**config.mk**
```make
export PLATFORM = sky130hd
export DESIGN_NAME = cpu_mem_arbiter_flat
export DESIGN_NICKNAME = d
export VERILOG_FILES = /design/src/rtl/cpu_mem_arbiter_pkg.sv /design/src/rtl/cpu_mem_arbiter_if.sv /design/src/rtl/cpu_mem_arbiter_timer.sv /design/src/rtl/cpu_mem_arbiter.sv /design/src/flat_wrapper.sv
export SDC_FILE = /design/constraint.sdc
export NUM_CORES = 1
export LEC_CHECK = 0
export ABC_CLOCK_PERIOD_IN_PS = 3800
export CAP_MARGIN = 30
export CELL_PAD_IN_SITES_DETAIL_PLACEMENT = 1
export CELL_PAD_IN_SITES_GLOBAL_PLACEMENT = 2
export CORE_ASPECT_RATIO = 0.5
export CORE_MARGIN = 5
export CORE_UTILIZATION = 24
export CTS_CLUSTER_DIAMETER = 30
export DETAILED_ROUTE_END_ITERATION = 12
export GPL_TIMING_DRIVEN = 0
export PLACE_DENSITY_LB_ADDON = 0.12
export SYNTH_ARGS = -nofsm -noshare
export SYNTH_HDL_FRONTEND = slang
export SYNTH_SLANG_ARGS = --single-unit
```
**constraint.sdc**
```tcl
create_clock -name clock -period 3.8 [get_ports clock]
set_input_delay 1.14 -clock clock [delete_from_list [all_inputs] [get_ports clock]]
set_output_delay 1.14 -clock clock [all_outputs]
set_load 0.005 [all_outputs]
```
**src/rtl/cpu_mem_arbiter_pkg.sv**
```systemverilog
// Shared types and constants for the CPU fetch/data memory arbiter.
// No logic: state encoding, abort read value, default limits, address helper.
package cpu_mem_arbiter_pkg;

  typedef enum logic [1:0] {
    IDLE    = 2'd0,
    GRANT_I = 2'd1,
    GRANT_D = 2'd2
  } arbState_t;

  // Read value returned to the CPU when a transaction is abandoned on timeout.
  localparam logic [31:0] ABORT_RDATA = 32'hDEADBEEF;

  localparam int DEFAULT_MAX_D_STREAK = 4;
  localparam int DEFAULT_TIMEOUT      = 16;

  function automatic logic [31:0] wordAlign(input logic [31:0] addr);
    return addr & 32'hFFFF_FFFC;
  endfunction

endpackage

```
**src/rtl/cpu_mem_arbiter_if.sv**
```systemverilog
// Single-outstanding memory port: request held with stable fields until a one-cycle m_ready.
// The arbiter drives the master side; the memory model or controller sits on the slave side.
interface cpu_mem_arbiter_if;

  logic        m_req;
  logic        m_we;
  logic [31:0] m_addr;
  logic [31:0] m_wdata;
  logic [31:0] m_rdata;
  logic        m_ready;

  modport master (
    output m_req, m_we, m_addr, m_wdata,
    input  m_rdata, m_ready
  );

  modport slave (
    input  m_req, m_we, m_addr, m_wdata,
    output m_rdata, m_ready
  );

endinterface

```
**src/rtl/cpu_mem_arbiter_timer.sv**
```systemverilog
// Per-grant watchdog: restarts from zero on load, counts enabled cycles, no backpressure.
// expired is combinational and rises in the TIMEOUT-th enabled cycle after a load.
module cpu_mem_arb_timer
  import cpu_mem_arbiter_pkg::*;
#(
  parameter int TIMEOUT = DEFAULT_TIMEOUT
) (
  input  logic clock,
  input  logic reset,
  input  logic load,
  input  logic enable,
  output logic expired
);

  localparam int CW = $clog2(TIMEOUT + 1);

  logic [CW-1:0] count;

  always_ff @(posedge clock) begin
    if (reset || load) begin
      count <= '0;
    end else if (enable && !expired) begin
      count <= count + 1'b1;
    end
  end

  assign expired = enable && (count == CW'(TIMEOUT - 1));

endmodule

```
**src/rtl/cpu_mem_arbiter.sv**
```systemverilog
// Arbitrates fetch and load/store onto one memory port; grant one cycle after request, ack one cycle after m_ready or timeout.
// CPU sees stall until its ack; data wins ties unless MAX_D_STREAK data grants have passed a waiting fetch.
module cpu_mem_arbiter
  import cpu_mem_arbiter_pkg::*;
#(
  parameter int MAX_D_STREAK = DEFAULT_MAX_D_STREAK,
  parameter int TIMEOUT      = DEFAULT_TIMEOUT
) (
  input  logic                     clock,
  input  logic                     reset,
  input  logic                     i_req,
  input  logic [31:0]              i_addr,
  output logic [31:0]              i_rdata,
  output logic                     i_ack,
  input  logic                     d_req,
  input  logic                     d_we,
  input  logic [31:0]              d_addr,
  input  logic [31:0]              d_wdata,
  output logic [31:0]              d_rdata,
  output logic                     d_ack,
  cpu_mem_arbiter_if.master        memBus,
  output logic                     stall,
  output logic                     err
);

  localparam int SW = $clog2(MAX_D_STREAK + 1);

  arbState_t     state;
  logic [SW-1:0] dStreak;
  logic          iEligible;
  logic          dEligible;
  logic          grantD;
  logic          grantI;
  logic          timedOut;

  // A requester still seeing its own ack is finishing, not asking again.
  assign iEligible = i_req && !i_ack;
  assign dEligible = d_req && !d_ack;

  assign grantD = (state == IDLE) && dEligible &&
                  ((dStreak < SW'(MAX_D_STREAK)) || !iEligible);
  assign grantI = (state == IDLE) && iEligible && !grantD;

  assign stall = (i_req && !i_ack) || (d_req && !d_ack);

  cpu_mem_arb_timer #(
    .TIMEOUT (TIMEOUT)
  ) u_timer (
    .clock   (clock),
    .reset   (reset),
    .load    (state == IDLE),
    .enable  (state != IDLE),
    .expired (timedOut)
  );

  always_ff @(posedge clock) begin
    if (reset) begin
      state          <= IDLE;
      dStreak        <= '0;
      memBus.m_req   <= 1'b0;
      memBus.m_we    <= 1'b0;
      memBus.m_addr  <= '0;
      memBus.m_wdata <= '0;
      i_ack          <= 1'b0;
      d_ack          <= 1'b0;
      i_rdata        <= '0;
      d_rdata        <= '0;
      err            <= 1'b0;
    end else begin
      i_ack <= 1'b0;
      d_ack <= 1'b0;
      case (state)
        IDLE: begin
          if (grantD) begin
            state          <= GRANT_D;
            memBus.m_req   <= 1'b1;
            memBus.m_we    <= d_we;
            memBus.m_addr  <= wordAlign(d_addr);
            memBus.m_wdata <= d_wdata;
            if (!i_req) begin
              dStreak <= '0;
            end else if (dStreak < SW'(MAX_D_STREAK)) begin
              dStreak <= dStreak + 1'b1;
            end
          end else if (grantI) begin
            state         <= GRANT_I;
            memBus.m_req  <= 1'b1;
            memBus.m_we   <= 1'b0;
            memBus.m_addr <= wordAlign(i_addr);
            dStreak       <= '0;
          end
        end
        GRANT_I: begin
          if (memBus.m_ready || timedOut) begin
            state        <= IDLE;
            memBus.m_req <= 1'b0;
            i_ack        <= 1'b1;
            if (memBus.m_ready) begin
              i_rdata <= memBus.m_rdata;
            end else begin
              i_rdata <= ABORT_RDATA;
              err     <= 1'b1;
            end
          end
        end
        GRANT_D: begin
          if (memBus.m_ready || timedOut) begin
            state        <= IDLE;
            memBus.m_req <= 1'b0;
            d_ack        <= 1'b1;
            // Store completions keep the last load value visible to the CPU.
            if (!memBus.m_ready) begin
              d_rdata <= ABORT_RDATA;
              err     <= 1'b1;
            end else if (!memBus.m_we) begin
              d_rdata <= memBus.m_rdata;
            end
          end
        end
        default: begin
          state        <= IDLE;
          memBus.m_req <= 1'b0;
        end
      endcase
    end
  end

endmodule

```
**src/flat_wrapper.sv**
```systemverilog
// flat-port wrapper written by rule: the top's interface ports become plain ports
module cpu_mem_arbiter_flat import cpu_mem_arbiter_pkg::*;
#(
  parameter int MAX_D_STREAK = DEFAULT_MAX_D_STREAK,
  parameter int TIMEOUT      = DEFAULT_TIMEOUT
)
  (clock, reset, i_req, i_addr, i_rdata, i_ack, d_req, d_we, d_addr, d_wdata, d_rdata, d_ack, stall, err, memBus_m_req, memBus_m_we, memBus_m_addr, memBus_m_wdata, memBus_m_rdata, memBus_m_ready);
  cpu_mem_arbiter_if memBus_i ();
  input  logic clock;
  input  logic reset;
  input  logic i_req;
  input  logic [31:0] i_addr;
  output logic [31:0] i_rdata;
  output logic i_ack;
  input  logic d_req;
  input  logic d_we;
  input  logic [31:0] d_addr;
  input  logic [31:0] d_wdata;
  output logic [31:0] d_rdata;
  output logic d_ack;
  output logic stall;
  output logic err;
  output wire logic [$bits(memBus_i.m_req)-1:0] memBus_m_req;
  output wire logic [$bits(memBus_i.m_we)-1:0] memBus_m_we;
  output wire logic [$bits(memBus_i.m_addr)-1:0] memBus_m_addr;
  output wire logic [$bits(memBus_i.m_wdata)-1:0] memBus_m_wdata;
  input wire logic [$bits(memBus_i.m_rdata)-1:0] memBus_m_rdata;
  input wire logic [$bits(memBus_i.m_ready)-1:0] memBus_m_ready;
  assign memBus_m_req = memBus_i.m_req;
  assign memBus_m_we = memBus_i.m_we;
  assign memBus_m_addr = memBus_i.m_addr;
  assign memBus_m_wdata = memBus_i.m_wdata;
  assign memBus_i.m_rdata = memBus_m_rdata;
  assign memBus_i.m_ready = memBus_m_ready;
  cpu_mem_arbiter #(.MAX_D_STREAK(MAX_D_STREAK), .TIMEOUT(TIMEOUT)) u_core (.clock(clock), .reset(reset), .i_req(i_req), .i_addr(i_addr), .i_rdata(i_rdata), .i_ack(i_ack), .d_req(d_req), .d_we(d_we), .d_addr(d_addr), .d_wdata(d_wdata), .d_rdata(d_rdata), .d_ack(d_ack), .memBus(memBus_i), .stall(stall), .err(err));
endmodule
```
==> results_dict.tcl <==
set metrics [dict create \
    fmax_ghz 0.276 \
    clockBufferDepth 2 \
    finalSetupViolCount 0 \
    power.density_mw_per_mm2 509 \
    cts_tree "done" \
    insertion_delay_ns 0.43 \
    cts_setup_buffers 0 \
    hold_viol 0 \
    synth_area_mm2 0.00546 \
    h-tree-depth 4 \
    rsz0062_at_grt "false" \
    synth_seq_cells 141 \
    slew_viol_final 0 \
    grtUsageTotal_pct 16.5 \
    p_total_w 0.00464 \
    antenna_found_initial 0 \
    placed_cells 1180 \
    drt-total-wl_um 22100 \
    hold_slack_ns 0.452 \
    synth_top_area_share_pct 51.7 \
    irDropWorstVdd_uv 236 \
    worst_slew_pin_slew_ns 0.826 \
    dpl.hpwl_um 16600 \
    cts_sinks 141 \
    slowest_delay_ns 0.57 \
    crit_path_end "stall" \
    syn_avg_cell_area_um2 8.93 \
    fin_crit_ns 3.62 \
    cpMostUsedCell "clkdlybuf4s50_1" \
    synth-edff-count 0 \
    r2r-start "u_core.u_timer.count[0]" \
    synth_warnings 0 \
    synth_top_flop_cell "dfxtp_1" \
    crit_path_start "i_req" \
    synth_sequential_area_ratio_pct 51.7 \
    die_y_um 117 \
    cp.arrival_ns 2.48 \
    synth.area.top_cells "dfxtp_1, a211oi_1, nor2_1" \
    synthToLayoutAreaGrowth_pct 66.7 \
    cp_slowest_cell "clkdlybuf4s50_1" \
    finalInstanceArea_mm2 0.00911 \
    yosys.cell_types.count 42 \
    final_cell_mix "clkdlybuf4s50_1, dfxtp_1, nor2_1" \
    firstDrtPassIters 6 \
    cp_max_fo 6 \
    hp-class "reg -> reg" \
    numCtsBuffers 17 \
    ff2ff_path_depth 7 \
    async_reset_ff_share_pct 0 \
    start_util_pct 24.2 \
    drc 0 \
    gp_congestion 0.788 \
    ctsResizeCount 0 \
    r2r_slack_ns 1.58 \
    critPathLaunchType "primary input" \
    overflow 0 \
    coreArea_mm2 0.0226 \
    diodes 0 \
    root_buffer "clkbuf_16" \
    clk_pin_slew_ns 0.06 \
    dpl-instance-area_mm2 0.00845 \
    holdBufCountCts 0 \
    vias_per_cell 4.43 \
    die_x_um 223 \
    port_buffers 260 \
    fin_nets 1033 \
    worstPathRequired_ns 2.66 \
    endpoint_kind "output port" \
    drive_above_1_share_pct 6.74 \
    num_vias 5369 \
    top_level_ports 268 \
    drv_cap 0 \
    final_common_cell "clkdlybuf4s50_1" \
    synth_cells 612 \
    drtIter0Drc 236 \
    yosysTopAreaCell "dfxtp_1" \
    crit_chain "clkdlybuf4s50_1 > nand2b_1 > o21ai_0 > clkdlybuf4s50_1" \
    grt_max_degree 17 \
    grt_pass1_wl_um 33100 \
    setup-tns-final_ns 0 \
    slew_headroom_pct 44.6 \
    power.leakage_nw 3.46 \
    routedWlPerCell_um 18.2 \
    rr_endpoint "u_core.i_rdata[4]" \
    outcome "finished clean" \
    fin_cells 1212 \
    grt_pass1_vias 5725 \
    rows 39 \
    dieArea_mm2 0.0261 \
    crit_type "in -> out" \
    fillers 2619 \
    fin_skew_ns 0.00722 \
    fin_crit_sh_pct 95.3 \
    ant_nets 0 \
]
-- stage by stage --
| stage | setup slack [ns] | util, % |
|---|---|---|
| 2_1_floorplan | 1.33 | - |
| 3_3_place_gp | 0.178 | 37.4 |
| 3_5_place_dp | 0.168 | 37.4 |
| 4_1_cts | 0.165 | 40.3 |
| 5_1_grt | 0.133 | 40.3 |
| 6_report | 0.179 | 40.3 |
-- where the power goes --
group	internal, W	switching, W
registers	0.00163	0.0000820
clock network	0.00119	0.000679
logic	0.000570	0.000486
-- layer usage --
layer / vias up / wire (µm) / GRT usage [%]
met5: - / 0 / 0
met4: 0 / 234 / 4.28
met3: 16 / 972 / 5.05
met2: 105 / 10800 / 28.2
met1: 2571 / 10100 / 20.5
li1: 2677 / - / -
-- cell type report --
class,count,area [µm²],share of cell area [%]
plain buffers,51,246,2.71
clock buffers,23,498,5.47
clock inverters,9,156,1.72
inverters,29,109,1.20
multi-input cells,392,2290,25.1
flip-flops and latches,141,2820,31.0
well taps,307,384,4.22
repair buffers,260,2600,28.6
-- worst min path at each step --
stage,startpoint,end,cells after the start,slack (ns)
6_report,u_core.d_rdata[8],u_core.d_rdata[8],2,0.45
2_1_floorplan,u_core.d_rdata[4],u_core.d_rdata[4],2,0.45
3_3_place_gp,u_core.d_rdata[20],u_core.d_rdata[20],2,0.44
5_1_grt,u_core.memBus.m_wdata[13],u_core.memBus.m_wdata[13],2,0.48
3_5_place_dp,u_core.d_rdata[20],u_core.d_rdata[20],2,0.44
4_1_cts,u_core.memBus.m_wdata[13],u_core.memBus.m_wdata[13],2,0.46
-- registers in the layout (all words and copies together) (netlist names) --
signal and count:
u_core.state 2, u_core.memBus.m_we 1, u_core.dStreak 3, u_core.err 1
u_core.memBus.m_addr 30, u_core.memBus.m_req 1, u_core.u_timer.count 5, u_core.d_rdata 32
u_core.i_ack 1, u_core.d_ack 1, u_core.i_rdata 32, u_core.memBus.m_wdata 32
-- cells in the mapped netlist (2+ instances only) --
library cell	instances
a211oi_1	55
a21oi_1	44
a22oi_1	8
a311oi_1	24
and2_1	2
buf_2	20
buf_4	4
buf_6	2
clkbuf_1	24
dfxtp_1	141
ha_1	7
inv_1	28
mux2i_1	33
nand2_1	78
nand2b_1	3
nand3_1	8
nand3b_1	2
nand4_1	2
nor2_1	94
nor2b_1	3
nor3_1	4
o21a_1	2
o21ai_0	2
o21ai_1	3
xor2_1	2
-- kinds of logic (layout without fill, tap and decap cells) --
family | after synthesis | count (layout) | synth area share [%]
adder cells (fa/ha/maj) | 7 | 7 | 1.60
buffers and inverters | 80 | 372 | 6.50
other | 1 | 2 | 0.0686
AND/OR/NAND/NOR | 203 | 203 | 15.4
flip-flops | 141 | 141 | 51.7
XOR/XNOR | 3 | 3 | 0.481
AO/OA/AOI/OAI | 144 | 144 | 18.2
multiplexers | 33 | 33 | 6.05
-- critical path, delay by kind of cell --
family	cells	cell delay (ns)
buf+inv	2	1.09
simple gates	1	0.15
compound gates	1	0.10
No activity file was read; power rests on OpenSTA's default activity.
